### src/rtl/pipe_stage_skid.sv
// Valid/ready pipeline stage with a 2-entry skid buffer, global hold, flush,
// occupancy reporting and a saturating back-pressure counter.
module pipe_stage_skid #(
    parameter int DATA_W = 32,
    parameter int CNT_W  = 16
) (
    input  logic              clk,
    input  logic              rst_n,
    input  logic              le,
    input  logic              FlushIn,
    input  logic              ValidIn,
    output logic              ReadyOut,
    input  logic [DATA_W-1:0] DataIn,
    output logic              ValidOut,
    input  logic              ReadyIn,
    output logic [DATA_W-1:0] DataOut,
    output logic [1:0]        Occupancy,
    output logic [CNT_W-1:0]  StallCount
);

    typedef enum logic [1:0] {
        EMPTY = 2'd0,
        ONE   = 2'd1,
        FULL  = 2'd2
    } state_t;

    state_t            state;
    state_t            stateNext;
    logic [DATA_W-1:0] mainP0;
    logic [DATA_W-1:0] skidP0;
    logic              acc;
    logic              rel;
    logic              loadMainIn;
    logic              loadMainSkid;
    logic              loadSkid;
    logic              stallEvt;

    function automatic logic [CNT_W-1:0] satInc(input logic [CNT_W-1:0] v);
        return (&v) ? v : v + 1'b1;
    endfunction

    // ReadyOut depends only on registered state and le, never on ValidIn/ReadyIn.
    assign ReadyOut = (state != FULL) & le;
    assign ValidOut = (state != EMPTY);
    assign DataOut  = mainP0;
    assign acc      = ValidIn & ReadyOut;
    assign rel      = ValidOut & ReadyIn & le;
    assign stallEvt = le & ~FlushIn & ValidOut & ~ReadyIn;

    always_comb begin
        case (state)
            ONE:     Occupancy = 2'd1;
            FULL:    Occupancy = 2'd2;
            default: Occupancy = 2'd0;
        endcase
    end

    always_ff @(posedge clk) begin
        if (!rst_n) begin
            state <= EMPTY;
        end else begin
            state <= stateNext;
        end
    end

    // Flush wins over the hold so a squash is never lost while the stage is frozen.
    always_comb begin
        stateNext    = state;
        loadMainIn   = 1'b0;
        loadMainSkid = 1'b0;
        loadSkid     = 1'b0;
        if (FlushIn) begin
            stateNext = EMPTY;
        end else if (le) begin
            case (state)
                EMPTY: begin
                    if (acc) begin
                        stateNext  = ONE;
                        loadMainIn = 1'b1;
                    end
                end
                ONE: begin
                    if (acc && rel) begin
                        loadMainIn = 1'b1;
                    end else if (acc) begin
                        stateNext = FULL;
                        loadSkid  = 1'b1;
                    end else if (rel) begin
                        stateNext = EMPTY;
                    end
                end
                FULL: begin
                    if (rel) begin
                        stateNext    = ONE;
                        loadMainSkid = 1'b1;
                    end
                end
                default: stateNext = EMPTY;
            endcase
        end
    end

    // ---- data stage p0: main (output) and skid registers ----
    always_ff @(posedge clk) begin
        if (!rst_n) begin
            mainP0 <= '0;
            skidP0 <= '0;
        end else begin
            if (loadMainIn) begin
                mainP0 <= DataIn;
            end else if (loadMainSkid) begin
                mainP0 <= skidP0;
            end
            if (loadSkid) begin
                skidP0 <= DataIn;
            end
        end
    end

    always_ff @(posedge clk) begin
        if (!rst_n) begin
            StallCount <= '0;
        end else if (stallEvt) begin
            StallCount <= satInc(StallCount);
        end
    end

endmodule

### config.mk
export PLATFORM = sky130hd
export DESIGN_NAME = pipe_stage_skid
export DESIGN_NICKNAME = d
export VERILOG_FILES = /design/src/rtl/pipe_stage_skid.sv
export SDC_FILE = /design/constraint.sdc
export NUM_CORES = 1
export LEC_CHECK = 0
export CORE_AREA = 8 8 115 117
export CTS_CLUSTER_SIZE = 12
export DETAILED_ROUTE_END_ITERATION = 12
export DIE_AREA = 0 0 123 125
export PLACE_DENSITY_LB_ADDON = 0.25
export SETUP_SLACK_MARGIN = 0.2
export SLEW_MARGIN = 10
export SYNTH_ARGS = -nofsm -noshare
export SYNTH_HDL_FRONTEND = slang
export SYNTH_SLANG_ARGS = --single-unit
### constraint.sdc
create_clock -name clk -period 2.21 [get_ports clk]
set_input_delay 0.663 -clock clk [delete_from_list [all_inputs] [get_ports clk]]
set_output_delay 0.663 -clock clk [all_outputs]
set_load 0.03 [all_outputs]
==> impl_metrics.toml <==
[run_status]
outcome = "completed"

[power]
power_density_nw_per_um2 = 683.2
peakVddDrop_mv = 0.4420
power_leakage_nw = 1.915
power.total_mw = 3.439

[grt]
grt_antenna_before_repair = 0
globalRouteMet2Util_pct = 23.84
grt_max_degree = 44
use_met1_pct = 16.38
globalRouteOverflowTotal = 0
grt.total_usage_pct = 13.88
first_global_vias = 3387
first_pass_grt_wire_length_um = 17310
met3_track_usage_gr_pct = 3.510
globalRoute.busiestLayer = "met2"

[layout]
area_growth_syn_to_layout_pct = 46.56
num-fill-cells = 1176
most-common-layout-cells = "sky130_fd_sc_hd__dfxtp_1 (79), sky130_fd_sc_hd__nand2_1 (74), sky130_fd_sc_hd__a21oi_1 (72), sky130_fd_sc_hd__dlygate4sd2_1 (49), sky130_fd_sc_hd__nand3_1 (36)"
layout.cells.most_common = "sky130_fd_sc_hd__dfxtp_1"
n_antenna_cell = 0
layout-drive-gt1-share_pct = 13.44
nets_finish = 555
final_cells = 668

[yosys]
dominantRegCellSynth = "sky130_fd_sc_hd__dfxtp_1"
synth_enable_flop_cells = 0
cells_after_synthesis = 419
synth_largest_type_area_fraction_pct = 47.80
synth_seq_area_share_pct = 47.80
async_sr_flop_fraction_pct = 0
syn-mean-instance-area_um2 = 8.197
ys_top_cells_by_area = "sky130_fd_sc_hd__dfxtp_1 (48%), sky130_fd_sc_hd__a21oi_1 (11%), sky130_fd_sc_hd__nand2_1 (8.2%)"
ys_warn_count = 0
ys_ff_latch = 82
synth.distinct_cells = 37
synth_fp_nets = 458
syn_area_um2 = 3435
synth_top_cell_by_area = "sky130_fd_sc_hd__dfxtp_1"

[floorplanning]
initial_utilization_pct = 29.58
rows = 40
die_height_um = 125
floorplan.core_area_um2 = 11610
die_area_um2 = 15380
io-pin-count = 90
die_w_um = 123

[cts]
tritoncts = "yes"
cts.sinks = 82
numCtsBuffers = 9
clock_insertion_delay_worst_skew_ps = 340
cts.clk_slew.worst_paths_ps = 60
clk_path_buf_depth = 2
cts.root.buffer_cell = "sky130_fd_sc_hd__clkbuf_16"
cts_hold_buf = 0
htreeDepth = 3

[placement]
dp_hpwl_um = 7290
globalplace.congestion = 0.7976
placement.io_buffers = 89
place_inst = 649

[timing]
fmax_mhz = 506.1
worst_slew_pin_slew_ps = 530.6
period_share_pct = 89.40
finalSetupViolCount = 0
timing_hold_violations_final = 0
timing.clock.skew_ps = 4.196
slew-limit-headroom_pct = 64.30
fin_crit_ps = 1976
maxSlewViolCount = 0
rsz0062_at_grt = "no"

[critical_path]
required_ps = 2480
rrSetupSlack_ps = 280
crit-reg2reg-capture = "StallCount[6]"
timing.critical_path.to = "StallCount[9]"
crit_path_end_kind = "flop"
critical_path.reg2reg.startpoint = "StallCount[0]"
path_class = "input port to flop"
cp_max_fo = 5
arrival_ps = 2250
reg2regPathDepth = 5
startpoint = "FlushIn"
setup.worst_path.start_class = "input port"

[drt]
detail_route.wirelength_um = 10760
initialDrtViolationCount = 259
drtPass1Iterations = 4
drt_drc_violations_left = 0
routed-via-count = 3454
ant_nets = 0
route.detailed.wl_per_inst_um = 16.10
post_drt_via_cell_ratio = 5.171

[run]
timing.max_cap.violations = 0

[hold_path]
timing.hold.worst.class = "flop to flop"
-- state kept, by name, summed over array words and instances, names as in the netlist --
| signal | cells |
|---|---|
| skidP0 | 32 |
| StallCount | 16 |
| DataOut | 32 |
| state | 2 |
-- layer usage --
metal / wire length [um] / part of all wire [%] / up-vias
met3: 629 / 5.8 / 8
met4: 119 / 1.1 / 0
met5: 0 / 0 / -
met2: 5223 / 49 / 93
li1: - / - / 1715
met1: 4782 / 44 / 1638
-- layout make-up --
type / count / area [um2] / share of cell area (%)
multi-input cells: 295 / 1709 / 33.95
flip-flops and latches: 82 / 1648 / 32.74
repair buffers: 121 / 1137 / 22.60
clock buffers: 11 / 242.7 / 4.822
well taps: 147 / 183.9 / 3.654
clock inverters: 5 / 86.33 / 1.715
inverters: 7 / 26.28 / 0.5220
-- cell families (layout without fill, tap and decap cells) --
logic type      after synthesis  in the layout  share of synthesized area (%)
buf+inv                      43            144                          4.991
xor+xnor                      1              1                         0.2551
simple gates                161            162                          23.35
compound gates              128            128                          22.37
fa+ha+maj                     1              1                         0.3642
flops                        82             82                          47.80
mux                           3              3                         0.8744
-- timing repair --
action / in CTS / in global routing
gates resized for setup: 71 / 18
setup endpoints to repair: 97 / 43
gates cloned: 1 / 1
pin swaps: 2 / 4
setup buffers: 0 / 1
-- synth_stat cells (3+ instances only) --
library cell / count
sky130_fd_sc_hd__nor3_1: 4
sky130_fd_sc_hd__inv_1: 7
sky130_fd_sc_hd__nor4_1: 6
sky130_fd_sc_hd__o211ai_1: 3
sky130_fd_sc_hd__nand3_1: 36
sky130_fd_sc_hd__nor2b_1: 3
sky130_fd_sc_hd__dfxtp_1: 82
sky130_fd_sc_hd__mux2i_1: 3
sky130_fd_sc_hd__a21oi_1: 73
sky130_fd_sc_hd__o21ai_0: 5
sky130_fd_sc_hd__nand2_1: 75
sky130_fd_sc_hd__nand4_1: 4
sky130_fd_sc_hd__a22oi_1: 33
sky130_fd_sc_hd__nand2b_1: 5
sky130_fd_sc_hd__or4_1: 9
sky130_fd_sc_hd__clkbuf_1: 30
sky130_fd_sc_hd__or3_1: 7
sky130_fd_sc_hd__buf_2: 5
sky130_fd_sc_hd__o31ai_1: 7
-- power by group --
group / internal (mW) / switching [mW]
clock network: 1.03 / 0.619
logic: 0.131 / 0.149
registers: 1.50 / 0.0124
total: 2.66 / 0.781
-- worst min path at each step --
stage                          start  slack (ps)  depth (start not counted)    endpoint
after global routing      skidP0[14]         470                          2  skidP0[14]
after global placement    skidP0[15]         440                          2  skidP0[15]
after detailed placement  skidP0[23]         450                          2  skidP0[23]
after floorplan            skidP0[0]         440                          2   skidP0[0]
after CTS                 skidP0[23]         450                          2  skidP0[23]
final                     skidP0[23]         450                          2  skidP0[23]
-- worst max-delay path: stages --
cell,delay (ps)
sky130_fd_sc_hd__dlygate4sd2_1,250
sky130_fd_sc_hd__nand2b_4,160
sky130_fd_sc_hd__or4_4,520
sky130_fd_sc_hd__or4_1,520
sky130_fd_sc_hd__a21oi_1,130
-- through the flow --
stage          worst slack, ps  hold WS, ps  TNS (ps)  util [%]  instance area (um2)
3_5_place_dp            -471.3        446.0    -24460     39.89                 4632
6_report                 234.2        453.5         0     43.35                 5034
2_1_floorplan            124.9        436.0         0         -                 3475
4_1_cts                  116.9        454.7         0     42.78                 4967
5_1_grt                  202.5        474.0         0     43.35                 5034
3_3_place_gp            -496.2        441.5    -24180     39.89                 4632
No activity file was read; power rests on OpenSTA's default activity.
